`config.mk`:
```
export PLATFORM = sky130hd
export DESIGN_NAME = pix_capture_writer_flat
export DESIGN_NICKNAME = d
export VERILOG_FILES = /design/src/rtl/pix_capture_writer_if.sv /design/src/rtl/pix_capture_writer.sv /design/src/flat_wrapper.sv
export SDC_FILE = /design/constraint.sdc
export NUM_CORES = 1
export LEC_CHECK = 0
export CORE_UTILIZATION = 60
export DETAILED_ROUTE_END_ITERATION = 12
export DONT_BUFFER_PORTS = 1
export PLACE_DENSITY = 0.75
export SYNTH_ARGS = -nofsm -noshare
export SYNTH_HDL_FRONTEND = slang
export SYNTH_SLANG_ARGS = --single-unit
```
`constraint.sdc`:
```
create_clock -name clk -period 8.1 [get_ports clk]
set_input_delay 0 -clock clk [delete_from_list [all_inputs] [get_ports clk]]
set_output_delay 0 -clock clk [all_outputs]
set_load 0.02 [all_outputs]
```
`src/rtl/pix_capture_writer_if.sv`:
```
`default_nettype none
// ============================================================================
// Module      : pix_capture_writer_if
// Description : Port A bundle of the pixel capture BRAM. The writer drives it
//               through the master modport; the BRAM side observes it through
//               the slave modport.
// Revision    : 1.0 - initial release
// ============================================================================
interface pix_capture_writer_if #(
  parameter int ADDR_W = 10,
  parameter int DATA_W = 32
);
  logic              bram_we;
  logic              bram_en_a;
  logic [ADDR_W-1:0] bram_addr;
  logic [DATA_W-1:0] bram_wr_data;

  modport master (output bram_we, bram_en_a, bram_addr, bram_wr_data);
  modport slave  (input  bram_we, bram_en_a, bram_addr, bram_wr_data);
endinterface
`default_nettype wire

```
`src/rtl/pix_capture_writer.sv`:
```
`default_nettype none
// ============================================================================
// Module      : pix_capture_writer
// Description : Picks one channel out of a time-multiplexed pixel stream and
//               writes a run of its samples into the capture BRAM (port A)
//               after an arm + trigger sequence.
// Revision    : 1.0 - initial release
// ============================================================================
module pix_capture_writer #(
  parameter int ADDR_W = 10,
  parameter int DATA_W = 32,
  parameter int CH_W   = 8,
  parameter int NUM_CH = 256
) (
  input  logic                 clk,
  input  logic                 rst_n,
  input  logic                 din_valid,
  input  logic                 din_sof,
  input  logic [DATA_W-1:0]    din_data,
  input  logic [CH_W-1:0]      ch_sel,
  input  logic [ADDR_W:0]      num_samples,
  input  logic                 arm,
  input  logic                 abort,
  input  logic                 trig,
  pix_capture_writer_if.master port_a,
  output logic                 busy,
  output logic                 done,
  output logic [ADDR_W:0]      wr_count
);

  localparam logic [1:0]        c_st_idle    = 2'd0;
  localparam logic [1:0]        c_st_armed   = 2'd1;
  localparam logic [1:0]        c_st_capture = 2'd2;
  localparam logic [1:0]        c_st_done    = 2'd3;
  localparam logic [ADDR_W:0]   c_depth      = (ADDR_W+1)'(2**ADDR_W);
  localparam logic [CH_W-1:0]   c_last_ch    = CH_W'(NUM_CH - 1);
  localparam int unsigned       c_num_ch     = NUM_CH;

  logic [1:0]        state;
  logic [CH_W-1:0]   ch_cnt;
  logic [CH_W-1:0]   sample_ch;
  logic [CH_W-1:0]   next_ch;
  logic [ADDR_W:0]   limit;
  logic [ADDR_W:0]   limit_in;
  logic [ADDR_W:0]   wr_next;
  logic              ch_sel_ok;
  logic              hit;

  // Channel of the current sample, the following channel, and the capture decision.
  always_comb begin
    sample_ch = din_sof ? '0 : ch_cnt;
    next_ch   = (sample_ch == c_last_ch) ? '0 : sample_ch + CH_W'(1);
    ch_sel_ok = (32'(ch_sel) < c_num_ch);
    hit       = din_valid && ch_sel_ok && (sample_ch == ch_sel);
    limit_in  = ((num_samples == '0) || (num_samples > c_depth)) ? c_depth : num_samples;
    wr_next   = wr_count + (ADDR_W+1)'(1);
  end

  // Channel counter tracks position in the frame in every state; sof resyncs it.
  always_ff @(posedge clk or negedge rst_n) begin
    if (!rst_n) begin
      ch_cnt <= '0;
    end else if (din_valid) begin
      ch_cnt <= next_ch;
    end
  end

  // Capture FSM and registered BRAM port A drive (one-cycle latency per hit).
  always_ff @(posedge clk or negedge rst_n) begin
    if (!rst_n) begin
      state               <= c_st_idle;
      port_a.bram_we      <= 1'b0;
      port_a.bram_en_a    <= 1'b0;
      port_a.bram_addr    <= '0;
      port_a.bram_wr_data <= '0;
      wr_count            <= '0;
      done                <= 1'b0;
      limit               <= c_depth;
    end else begin
      port_a.bram_we   <= 1'b0;
      port_a.bram_en_a <= 1'b0;
      if (abort) begin
        // Abort beats arm/trig and suppresses any write for this cycle's hit.
        state <= c_st_idle;
      end else begin
        case (state)
          c_st_idle, c_st_done: begin
            if (arm) begin
              state    <= c_st_armed;
              wr_count <= '0;
              done     <= 1'b0;
              limit    <= limit_in;
            end
          end
          c_st_armed: begin
            if (arm) begin
              wr_count <= '0;
              limit    <= limit_in;
            end else if (trig) begin
              // The sample arriving alongside trig is deliberately not captured.
              state <= c_st_capture;
            end
          end
          c_st_capture: begin
            if (hit) begin
              port_a.bram_we      <= 1'b1;
              port_a.bram_en_a    <= 1'b1;
              port_a.bram_addr    <= wr_count[ADDR_W-1:0];
              port_a.bram_wr_data <= din_data;
              wr_count            <= wr_next;
              if (wr_next == limit) begin
                state <= c_st_done;
                done  <= 1'b1;
              end
            end
          end
          default: state <= c_st_idle;
        endcase
      end
    end
  end

  assign busy = (state == c_st_armed) || (state == c_st_capture);

endmodule
`default_nettype wire

```
`src/flat_wrapper.sv`:
```
// flat-port wrapper written by rule: the top's interface ports become plain ports
module pix_capture_writer_flat 
#(
  parameter int ADDR_W = 10,
  parameter int DATA_W = 32,
  parameter int CH_W   = 8,
  parameter int NUM_CH = 256
)
  (clk, rst_n, din_valid, din_sof, din_data, ch_sel, num_samples, arm, abort, trig, busy, done, wr_count, port_a_bram_we, port_a_bram_en_a, port_a_bram_addr, port_a_bram_wr_data);
  pix_capture_writer_if #(.ADDR_W(ADDR_W), .DATA_W(DATA_W)) port_a_i ();
  input  logic clk;
  input  logic rst_n;
  input  logic din_valid;
  input  logic din_sof;
  input  logic [DATA_W-1:0] din_data;
  input  logic [CH_W-1:0] ch_sel;
  input  logic [ADDR_W:0] num_samples;
  input  logic arm;
  input  logic abort;
  input  logic trig;
  output logic busy;
  output logic done;
  output logic [ADDR_W:0] wr_count;
  output wire logic [$bits(port_a_i.bram_we)-1:0] port_a_bram_we;
  output wire logic [$bits(port_a_i.bram_en_a)-1:0] port_a_bram_en_a;
  output wire logic [$bits(port_a_i.bram_addr)-1:0] port_a_bram_addr;
  output wire logic [$bits(port_a_i.bram_wr_data)-1:0] port_a_bram_wr_data;
  assign port_a_bram_we = port_a_i.bram_we;
  assign port_a_bram_en_a = port_a_i.bram_en_a;
  assign port_a_bram_addr = port_a_i.bram_addr;
  assign port_a_bram_wr_data = port_a_i.bram_wr_data;
  pix_capture_writer #(.ADDR_W(ADDR_W), .DATA_W(DATA_W), .CH_W(CH_W), .NUM_CH(NUM_CH)) u_core (.clk(clk), .rst_n(rst_n), .din_valid(din_valid), .din_sof(din_sof), .din_data(din_data), .ch_sel(ch_sel), .num_samples(num_samples), .arm(arm), .abort(abort), .trig(trig), .port_a(port_a_i), .busy(busy), .done(done), .wr_count(wr_count));
endmodule
```
# Word-level counts from Yosys, hierarchy flattened
# Cells that the tools add are included.
# classes
add_sub_neg	2
n_lt_le_gt_ge	1
eq_ne	15
muxes	20
bitwise	1
reduce_logical	13
# ops
op	n
$mux 11	3
$pmux 11 s2	1
$mux 8	2
$mux 2	6
$add 11x1->11 const B	1
$eq 11x11->1	1
$gt 11x11->1 const B	1
$logic_not 11->1	1
$reduce_and 5->1	2
$ne 3x3->1 const B	3
$reduce_and 3->1	3
$add 8x1->8 const B	1
$eq 8x8->1	1
$eq 8x8->1 const B	1
$mux 1	6
$ne 2x1->1 const B	3
$ne 3x2->1 const B	2
$pmux 2 s3	1
$eq 2x2->1 const B	2
$reduce_or 3->1	1
$eq 2x1->1 const B	1
$logic_not 2->1	1
$logic_or 1x1->1	2
$ne 2x2->1 const B	1
5 further kinds	5
# totals
regBits	76
inputBits	58
out_inout_bits	57
word_cells	60

# Longest topological paths before layout
# Gate-level depths: netlist of the first run.
# logic_depth
ltp_word	6
ltp_mapped	9
depth_no_buf	9

# Worst setup path after synthesis of the first run
# No wires, ideal clock.
# synth_timing
path_kind	flip-flop to flip-flop
from	register u_core.wr_count[1]
to	register u_core.state[1]
setup_ns	0.128
t_arrival_ns	2.590
setup_slack_ns	5.383
path_stages_with_launch	10
n_path_buf	1
cell_sequence	dfrtp_1 > ha_1 > and3_4 > buf_6 > and2_4 > or3_4 > a2111oi_4 > a41oi_2 > a21oi_1 > mux2_1
# synth_between
elab_chain_len	4
# synth_lines
item	line_no	source
start: declaration	pix_capture_writer.sv:28	output logic [ADDR_W:0] wr_count
start signal: assignment	pix_capture_writer.sv:110	wr_count <= wr_next;
$add 11x1->11	pix_capture_writer.sv:56	wr_next = wr_count + (ADDR_W+1)'(1);
$eq 11x11->1	pix_capture_writer.sv:111	if (wr_next == limit) begin
$ne 3x2->1 (no line)	-	
$reduce_and 5->1 (no line)	-	
end signal: assignment	pix_capture_writer.sv:71	state <= c_st_idle;
end signal: assignment	pix_capture_writer.sv:112	state <= c_st_done;
end signal: assignment	pix_capture_writer.sv:117	default: state <= c_st_idle;
end: declaration	pix_capture_writer.sv:39	logic [1:0] state;
# Every way passes these cells.
# A chain may end at the register's enable or synchronous reset.

# Worst setup path after layout of the first run
# layout_timing
from	register u_core.wr_count[0]
to	register u_core.state[0]
# Same word-level chain as after synthesis.

==> summary.md, run 1 <==
| Metric | Value |
|---|---|
| Status | `complete, no violations` |
| Met2 Use GR | `50.5%` |
| First-pass GRT wire length | `14400 um` |
| DRT iter0 DRCs | `164` |
| Global Route Usage Sum | `29.0%` |
| DPL Wire Length | `5540 um` |
| Number of top-level pins | `115` |
| Final Hold Viols | `0` |
| Post-synth ARST share | `100%` |
| F_max | `307 MHz` |
| Xor/xnor share of the synthesized area | `3.68%` |
| Initial antenna violation count | `0` |
| Final period utilization | `40.2%` |
| Post-synthesis simple-gate area fraction | `26.3%` |
| Via count | `3240` |
| First-pass DRT Iterations | `5` |
| Total negative slack | `0 ns` |
| Hold Path Class | `in -> reg` |
| CTS Buffer Depth | `2` |
| Post-Synthesis Cells | `442` |
| Total inserted antenna cells | `0` |
| Syn nets | `504` |
| Clock Latency Late Sink | `0.35 ns` |
| Netlist cell types | `54` |
| Post_cts resized | `0` |
| Crit end category | `flop` |
| Fillers | `433` |
| Area of the die | `0.00667 mm2` |
| Core footprint | `0.00603 mm2` |
| #FFs+latches synth | `76` |
| DP Cell Count | `491` |
| Fin crit period | `3.26 ns` |
| Crit path buffers/inverters | `1` |
| Synth Area in Compound Gates | `13.8%` |
| Mapped Area | `0.00381 mm2` |
| Vias in the first global route | `3110` |
| CTS H-tree lvls | `3` |
| VDD IR max | `0.000145 V` |
| Worst-path clk slew | `0.08 ns` |
| CTS tree | `yes` |
| Layout cells sized above 1 | `5.33%` |
| Met3 Track Usage GR | `6.56%` |
| Total congestion overflow | `0` |
| Worst reg-to-reg path cell count | `9` |
| Crit-path max cell delay | `0.56 ns` |
| Critical path's slowest cell | `dlygate4sd3_1` |
| Fin util | `75.9%` |
| GR Util met1 | `34.6%` |
| Count of pins over their slew limit | `0` |
| Adder-Cell Fraction of Synth Area | `1.31%` |
| CP top delay family | `simple AND/OR/NAND/NOR gates` |
| Fin Hold WS | `0.0287 ns` |
| PortBufs | `0` |
| Number of flops mapped to enable cells by yosys | `0` |
| Critical path depth | `9` |
| Seq/Total Area, Yosys | `50.0%` |
| Vias/cell | `5.75` |
| Final Skew | `0.00661 ns` |
| Kind of critical path | `reg -> reg` |
| P_leak | `2.20 nW` |
| Layout area overhead | `20.1%` |
| Slew Limit Headroom | `50.4%` |
| Average size of a mapped cell | `8.62 um2` |
| Combinational family with the most area after synthesis | `simple AND/OR/NAND/NOR gates` |
| Power Density | `189 mW/mm2` |
| Number of synthesis warnings | `0` |
| Num CTS Buffers | `9` |
| Crit-path cells | `ha_1 > and3_4 > and2_4 > or3_4 > a2111oi_4 > a41oi_2 > or2_0 > a21oi_1 > dlygate4sd3_1` |
| Clk root buf | `clkbuf_8` |
| Starting Density | `63.2%` |
| Pin count of the biggest net entering global routing | `77` |
| Crit path DAT | `3.55 ns` |
| Hold path depth | `3` |
| Avg WL per Cell | `16.4 um` |
| Mux share of post-synthesis cell area | `0.296%` |
| Post-route DRC | `0` |
| Top FF cell, synth | `dfrtp_1` |
| Routed Antenna Nets | `0` |
| RSZ-0062 raised after global routing | `false` |
| Final WL | `9210 um` |
| GP Congestion | `0.837` |
| Worst-Margin Slew | `0.743 ns` |
| CP required | `8.39 ns` |
| Chip width | `81.7 um` |
| Pwr Total | `864 uW` |
| Post-route insts no fill | `563` |
| Site Rows | `28` |
| Crit start category | `flop` |
| Crit-path max FO | `10` |
| Number of max-cap violations | `0` |
| CTS Sinks | `76` |
| Die height | `81.7 um` |
| Setup Viol. Count Final | `0` |
| Gr busiest metal | `met2` |
| Fin nets | `545` |
## logic make-up (layout without fill, tap and decap cells)
kind of cell / Yosys count / in the layout
buffers and inverters: 41 / 87
adder cells (fa/ha/maj): 4 / 4
multiplexers: 1 / 1
AO/OA/AOI/OAI: 77 / 77
XOR/XNOR: 16 / 16
flip-flops: 76 / 76
AND/OR/NAND/NOR: 227 / 227
## final cells by class
cell class,instances,area [um2],area share (%)
flip-flops and latches,76,1900,41.6
multi-input cells,325,1730,37.8
repair buffers,57,586,12.8
clock buffers,10,138,3.01
well taps,75,93.8,2.05
clock inverters,6,71.3,1.56
inverters,14,52.6,1.15
## per-layer routing
layer | share of wire, % | up-vias
met5 | 0 | -
met4 | 1.7 | 0
met3 | 6.4 | 18
met2 | 53 | 111
met1 | 39 | 1551
li1 | - | 1560
## cell usage in the layout (no fill, tap or decap), types with 2 or more instances in the layout
cell type,n
a211oi_1,3
or3_1,2
a31oi_1,3
o31ai_1,7
nor2_1,22
xor2_1,6
nand2b_1,11
nor2b_1,3
nand3_1,10
nor3_1,5
xnor2_1,10
a21oi_1,10
ha_1,4
nand4_1,6
o22ai_1,5
clkbuf_8,10
a41o_1,2
nor4bb_1,2
dlygate4sd3_1,55
and4_1,3
inv_1,13
clkinv_4,2
o21bai_1,2
o21ai_0,28
nand2_1,150
clkinvlp_4,2
o41ai_1,3
and3_1,3
nor4_1,2
a22o_1,3
dfrtp_1,75
## worst register-to-register path, stage by stage (launching register included)
cell and delay, ns:
dfrtp_1 0.54, ha_1 0.36, and3_4 0.23, and2_4 0.16, or3_4 0.37, a2111oi_4 0.39
a41oi_2 0.20, or2_0 0.23, a21oi_1 0.15, dlygate4sd3_1 0.56
## flip-flops by register name, indices dropped and copies added (netlist names)
| signal | count |
|---|---|
| u_core.ch_cnt | 8 |
| u_core.state | 2 |
| u_core.wr_count | 11 |
| u_core.port_a.bram_addr | 10 |
| u_core.port_a.bram_we | 1 |
| u_core.port_a.bram_wr_data | 32 |
| u_core.limit | 11 |
| u_core.done | 1 |
## report_power, final
part	leakage [nW]	switching (mW)	internal, mW
Sequential	1.04	0.0213	0.400
Clock	0.0991	0.144	0.153
Combinational	1.06	0.0768	0.0686
## cells in the mapped netlist, types with 6 or more instances
library cell	number	area, um2
o21ai_0	28	140
nand2b_1	11	68.8
nor2_1	22	82.6
nand3_1	10	50.1
xnor2_1	10	87.6
nand4_1	6	37.5
inv_1	13	48.8
clkbuf_1	16	60.1
nand2_1	150	563
dfrtp_1	75	1880
o31ai_1	7	52.6
a21oi_1	10	50.1
xor2_1	6	52.6
## through the flow
step,cell area [um2],setup WS (ns)
2_1_floorplan,3810,5.38
3_3_place_gp,3790,5.34
3_5_place_dp,3790,5.24
4_1_cts,4570,4.89
5_1_grt,4570,4.67
6_report,4570,4.84
## timing repair
action / in CTS / in global routing
hold endpoints to repair: 130 / 0
buffers inserted: 0 / 0
hold buffers: 56 / 0
## final timing paths
path	startpoint	end	slack (ns)
worst max-delay path	u_core.wr_count[0]$_DFFE_PN0P_	u_core.state[0]$_DFFE_PN0P_	4.84
worst min register to register	u_core.limit[9]$_DFFE_PN0P_	u_core.limit[9]$_DFFE_PN0P_	0.52
min in group asynchronous	rst_n	u_core.port_a.bram_addr[4]$_DFFE_PN0P_	0.24
worst min-delay path	trig	u_core.state[1]$_DFFE_PN0P_	0.03
worst max register to register	u_core.wr_count[0]$_DFFE_PN0P_	u_core.state[0]$_DFFE_PN0P_	4.84
max in group asynchronous	rst_n	u_core.limit[10]$_DFFE_PN1P_	7.53
Power figures use the tool's default switching activity.
==> run 2: changes to the inputs <==
clock period = 3.2 ns   (was 8.1 ns; I/O delays follow)
==> run 2 against run 1 <==
Clock-buffer cell count shrank 1. Fmax grew 9.5%. Worst hold slack lost 0.0082 ns. Setup slack lost 4.6 ns. Utilization grew 1.2 points. First-iteration DRC count grew 36%. Non-clock buffer count grew 4. Clock skew grew 0.0029 ns.
==> summary.md, run 2 (same netlist as run 1, synthesis figures left out) <==
| Metric | Value |
|---|---|
| Status | `complete, no violations` |
| Total congestion overflow | `0 (unchanged)` |
| CP required | `3.48 ns (-4.91 ns)` |
| Commonest cells after routing, fill and taps aside | `nand2_1 (150), dfrtp_1 (75), dlygate4sd3_1 (56)` |
| Total negative slack | `0 ns (unchanged)` |
| Power Density | `497 mW/mm2 (+160%)` |
| First-pass DRT Iterations | `4 (-1)` |
| Site Rows | `28 (unchanged)` |
| F_max | `336 MHz (+9.5%)` |
| DRT iter0 DRCs | `223 (+36%)` |
| Core footprint | `0.00603 mm2 (unchanged)` |
| Initial antenna violation count | `0 (unchanged)` |
| Vias/cell | `5.80 (+0.70%)` |
| Clk root buf | `clkbuf_8` |
| GP Congestion | `0.903 (+7.9%)` |
| Via count | `3280 (+1.2%)` |
| Largest register by flop count | `u_core.port_a.bram_wr_data` |
| Kind of critical path | `reg -> reg` |
| Post-route insts no fill | `566 (+0.53%)` |
| Clock Latency Late Sink | `0.35 ns (about the same)` |
| Worst-Margin Slew | `0.639 ns (-0.104 ns)` |
| Slew Limit Headroom | `57.4% (+7.0 points)` |
| Post-route DRC | `0 (unchanged)` |
| DR top layer | `met4` |
| Vias in the first global route | `3168 (+1.9%)` |
| Number of top-level pins | `115 (unchanged)` |
| Die height | `81.7 um (unchanged)` |
| Post-Place Worst Slack | `0.615 ns (-4.62 ns)` |
| Layout area overhead | `22.0%` |
| Final WL | `9190 um (-0.27%)` |
| Global Route Usage Sum | `28.5% (-0.51 points)` |
| Crit path DAT | `3.25 ns (-0.30 ns)` |
| Avg WL per Cell | `16.2 um (-0.80%)` |
| First-pass GRT wire length | `14300 um (-0.29%)` |
| Total inserted antenna cells | `0 (unchanged)` |
| CTS H-tree lvls | `3 (unchanged)` |
| Routed Antenna Nets | `0 (unchanged)` |
| Final period utilization | `93.0% (+53 points)` |
| VDD IR max | `0.000446 V (+210%)` |
| Crit end category | `flop` |
| Commonest non-fill, non-tap cell in the layout | `nand2_1` |
| Layout cells sized above 1 | `5.70% (+0.37 points)` |
| Fin crit period | `2.98 ns (-0.284 ns)` |
| CTS Sinks | `76 (unchanged)` |
| Starting Density | `63.2% (unchanged)` |
| Setup Viol. Count Final | `0 (unchanged)` |
| Leading registers by flop count | `u_core.port_a.bram_wr_data: 32 flops, u_core.limit: 11 flops, u_core.wr_count: 11 flops` |
| Number of max-cap violations | `0 (unchanged)` |
| Count of pins over their slew limit | `0 (unchanged)` |
| DR WL met2 | `4690 um (-3.3%)` |
| CTS Buffer Depth | `2 (unchanged)` |
| Worst-path clk slew | `0.07 ns (about the same)` |
| RSZ-0062 raised after global routing | `false` |
| Final Hold Viols | `0 (unchanged)` |
| CTS tree | `yes` |
| Hold Path Class | `in -> reg` |
| Routed wl met3 | `560 um (-4.6%)` |
| P_leak | `2.25 nW (+2.3%)` |
| Fin nets | `549 (+0.73%)` |
| Largest register FFs | `32 (unchanged)` |
| Final Skew | `0.00946 ns (+0.00285 ns)` |
| Area of the die | `0.00667 mm2 (unchanged)` |
| Pin count of the biggest net entering global routing | `77 (unchanged)` |
| PortBufs | `0 (unchanged)` |
| DPL Wire Length | `5570 um (+0.53%)` |
| Chip width | `81.7 um (unchanged)` |
| Routed met1 length | `3760 um (+3.8%)` |
| Crit start category | `flop` |
| Crit-path max FO | `6 (-4)` |
| DP Cell Count | `494 (+0.61%)` |
| Final worst slack | `0.225 ns (-4.62 ns)` |
| Fillers | `421 (-2.8%)` |
| Num CTS Buffers | `9 (unchanged)` |
==> run 2: cell types whose count changed in the layout (fill, tap and decap cells not counted), sizes merged <==
cell and change:
clkinvlp -2, clkbuf -1, bufinv +2, dlygate4sd3 +1, buf +3
==> run 2: per-stage QoR <==
stage               utilization [%]  hold WS (ns)  area [um2]  total power [mW]
global route                   77.1        0.0320        4650              2.41
detailed placement             63.4        -0.294        3820              1.35
floorplan                         -        -0.296        3810              1.30
finish                         77.1        0.0205        4650              2.31
global placement               63.4        -0.294        3820              1.34
CTS                            77.1        0.0145        4650              2.32
==> run 2: routing by layer <==
metal | vias to the layer above | track usage [%]
met2 | 102 | 48.3
met4 | 0 | 12.8
met5 | - | 0
met3 | 18 | 6.67
met1 | 1588 | 34.5
li1 | 1572 | -
==> run 2: what timing repair did <==
| action | in CTS | in global routing |
|---|---|---|
| resized for setup | 0 | 0 |
| setup buffers | 0 | 0 |
| hold buffers | 57 | 0 |
| endpoints found under the setup margin | 0 | 0 |
| hold endpoints to repair | 130 | 0 |
==> run 2: power by group <==
| part | switching (mW) | total (mW) | internal [mW] |
|---|---|---|---|
| clock | 0.359 | 0.875 | 0.517 |
| combinational | 0.192 | 0.368 | 0.176 |
| sequential | 0.0517 | 1.06 | 1.01 |
| total | 0.602 | 2.31 | 1.71 |
==> run 2: path summary, 6_finish.rpt <==
| kind | from | to | cells after the start | slack, ns |
|---|---|---|---|---|
| max | u_core.wr_count[0]$_DFFE_PN0P_ | u_core.state[0]$_DFFE_PN0P_ | 9 | 0.22 |
| min | trig | u_core.state[1]$_DFFE_PN0P_ | 3 | 0.02 |
| max reg2reg | u_core.wr_count[0]$_DFFE_PN0P_ | u_core.state[0]$_DFFE_PN0P_ | 9 | 0.22 |
| min reg2reg | u_core.limit[10]$_DFFE_PN1P_ | u_core.limit[10]$_DFFE_PN1P_ | 2 | 0.49 |
| max in group asynchronous | rst_n | u_core.limit[10]$_DFFE_PN1P_ | 2 | 2.64 |
| min in group asynchronous | rst_n | u_core.port_a.bram_we$_DFF_PN0_ | 2 | 0.24 |
==> run 2: final cells by class <==
type,count,area (um2),share of cell area [%]
timing repair buffer,61,631,13.6
clock inverter,6,113,2.42
clock buffer,9,124,2.67
sequential,76,1900,41.0
multi-input combinational,325,1730,37.2
inverter,14,52.6,1.13
tap,75,93.8,2.02
==> run 2: critical path, cell delays in order (launching register included) <==
cell           delay [ns]
dfrtp_1              0.38
ha_1                 0.26
and3_4               0.23
and2_4               0.16
or3_4                0.37
a2111oi_4            0.38
a41oi_2              0.18
or2_0                0.22
a21oi_1              0.15
dlygate4sd3_1        0.57
==> run 3: changes to the inputs <==
CORE_UTILIZATION = 63   (was 60)
GPL_ROUTABILITY_DRIVEN = 0   (was not set)
PLACE_DENSITY = 0.78   (was 0.75)
==> run 3 against run 2 <==
Flip-flop and latch count is the same. Largest power group unchanged. Clock power shrank 19%. Fmax shrank 2.1%. Critical endpoint unchanged. Utilization grew 3.6 points. Register-to-register slack lost 0.06 ns. Combinational power is essentially flat. Critical path depth is the same. Critical path type unchanged. Setup slack lost 0.065 ns.
==> summary.md, run 3 (same netlist as run 1, synthesis figures left out) <==
| Metric | Value |
|---|---|
| RSZ-0062 raised after global routing | `false` |
| Status | `complete, no violations` |
| Num CTS Buffers | `9 (unchanged)` |
| CTS tree | `yes` |
| DPL Wire Length | `5640 um (+1.3%)` |
| Final worst slack | `0.160 ns (-0.0646 ns)` |
| Clock Latency Late Sink | `0.34 ns (about the same)` |
| Chip width | `79.8 um (-2.4%)` |
| Layout area overhead | `20.3%` |
| Setup Viol. Count Final | `0 (unchanged)` |
| Crit-path max FO | `6 (unchanged)` |
| First-pass GRT wire length | `14300 um (about the same)` |
| Vias in the first global route | `3048 (-3.8%)` |
| Vias/cell | `5.79 (-0.11%)` |
| Site Rows | `27 (-3.6%)` |
| Avg WL per Cell | `16.2 um (-0.18%)` |
| Clk root buf | `clkbuf_8` |
| Commonest non-fill, non-tap cell in the layout | `nand2_1` |
| Fin util | `80.7% (+3.6 points)` |
| Layout cells sized above 1 | `5.91% (+0.20 points)` |
| Pin count of the biggest net entering global routing | `77 (unchanged)` |
| Kind of critical path | `reg -> reg` |
| Power Density | `466 mW/mm2 (-6.1%)` |
| Via count | `3259 (-0.64%)` |
| CP required | `3.48 ns (about the same)` |
| Crit path DAT | `3.32 ns (+0.07 ns)` |
| Routed Antenna Nets | `0 (unchanged)` |
| Final Hold Viols | `0 (unchanged)` |
| Core footprint | `0.00568 mm2 (-5.8%)` |
| PortBufs | `0 (unchanged)` |
| Post_cts resized | `0 (unchanged)` |
| Largest register by flop count | `u_core.port_a.bram_wr_data` |
| Slew Limit Headroom | `61.0% (+3.5 points)` |
| CTS Sinks | `76 (unchanged)` |
| CTS Buffer Depth | `2 (unchanged)` |
| Total congestion overflow | `0 (unchanged)` |
| Starting Density | `67.1% (+3.9 points)` |
| Leading registers by flop count | `u_core.port_a.bram_wr_data: 32 flops, u_core.limit: 11 flops, u_core.wr_count: 11 flops` |
| Total negative slack | `0 ns (unchanged)` |
| Fin Hold WS | `0.0148 ns (-0.00567 ns)` |
| First-pass DRT Iterations | `5 (+1)` |
| F_max | `329 MHz (-2.1%)` |
| Count of pins over their slew limit | `0 (unchanged)` |
| Number of top-level pins | `115 (unchanged)` |
| Fin crit period | `3.04 ns (+0.0646 ns)` |
| Post-route DRC | `0 (unchanged)` |
| Final period utilization | `95.0% (+2.0 points)` |
| Crit end category | `flop` |
| Die height | `79.8 um (-2.4%)` |
| Total inserted antenna cells | `0 (unchanged)` |
| Post-Place Worst Slack | `0.569 ns (-0.0466 ns)` |
| Post-CTS setup buffer count | `0 (unchanged)` |
| Commonest cells after routing, fill and taps aside | `nand2_1 (150), dfrtp_1 (75), dlygate4sd3_1 (55)` |
| Number of max-cap violations | `0 (unchanged)` |
| Area of the die | `0.00636 mm2 (-4.6%)` |
| Largest register FFs | `32 (unchanged)` |
| Final Skew | `0.0104 ns (+0.000899 ns)` |
| DRT iter0 DRCs | `178 (-20%)` |
| Crit start category | `flop` |
| Worst-path clk slew | `0.07 ns (about the same)` |
| VDD IR max | `0.000299 V (-33%)` |
| Hold Path Class | `in -> reg` |
| Worst-Margin Slew | `0.586 ns (-0.0530 ns)` |
| Fin nets | `549 (unchanged)` |
| Final WL | `9120 um (-0.71%)` |
| Global Route Usage Sum | `30.0% (+1.5 points)` |
| CTS H-tree lvls | `3 (unchanged)` |
| Initial antenna violation count | `0 (unchanged)` |
| P_leak | `2.22 nW (-1.3%)` |
## run 3: path summary, 6_finish.rpt
kind / slack (ns) / depth (start not counted) / to / from
max: 0.16 / 9 / u_core.state[0]$_DFFE_PN0P_ / u_core.wr_count[1]$_DFFE_PN0P_
min: 0.01 / 3 / u_core.limit[7]$_DFFE_PN0P_ / num_samples[10]
max reg2reg: 0.16 / 9 / u_core.state[0]$_DFFE_PN0P_ / u_core.wr_count[1]$_DFFE_PN0P_
min reg2reg: 0.50 / 2 / u_core.limit[10]$_DFFE_PN1P_ / u_core.limit[10]$_DFFE_PN1P_
max in group asynchronous: 2.64 / 2 / u_core.limit[10]$_DFFE_PN1P_ / rst_n
min in group asynchronous: 0.23 / 2 / u_core.ch_cnt[0]$_DFFE_PN0P_ / rst_n
## run 3: area by class of cell
class                   count  area [um2]
clock inverters             6        66.3
clock buffers               9         124
well taps                  72        90.1
repair buffers             61         616
flip-flops and latches     76        1900
fillers                   341        1090
multi-input cells         325        1730
inverters                  14        52.6
## run 3: critical path, cell delays in order, from the launching register on
cell and delay [ns]:
dfrtp_1 0.40, ha_1 0.25, and3_4 0.23, and2_4 0.17, or3_4 0.37, a2111oi_4 0.39
a41oi_2 0.20, or2_0 0.24, a21oi_1 0.16, dlygate4sd3_1 0.58
## run 3: stage by stage
step	power (mW)	instances	cell area (um2)
after floorplan	1.30	442	3810
after global placement	1.34	492	3810
after detailed placement	1.36	492	3810
after CTS	2.15	563	4580
after global routing	2.24	563	4580
final	2.14	563	4580
## run 3: timing repair
item,4_1_cts,5_1_grt
hold buffers,56,0
hold endpoints to repair,130,0
endpoints found under the setup margin,0,0
## run 3: per-layer routing
metal | vias to the layer above | part of all wire [%] | global-route usage, % | wire [um]
met4 | 0 | 1.3 | 10.5 | 118
met2 | 126 | 53 | 53.1 | 4840
met3 | 9 | 6.0 | 5.83 | 544
met1 | 1558 | 40 | 36.4 | 3620
met5 | - | 0 | 0 | 0
li1 | 1566 | - | - | -
## run 3: power breakdown
part	total (mW)	internal [mW]	switching [mW]	leakage, nW
registers	1.06	1.01	0.0520	1.04
logic	0.367	0.173	0.194	1.08
clock network	0.705	0.357	0.348	0.0990
total	2.14	1.54	0.593	2.22
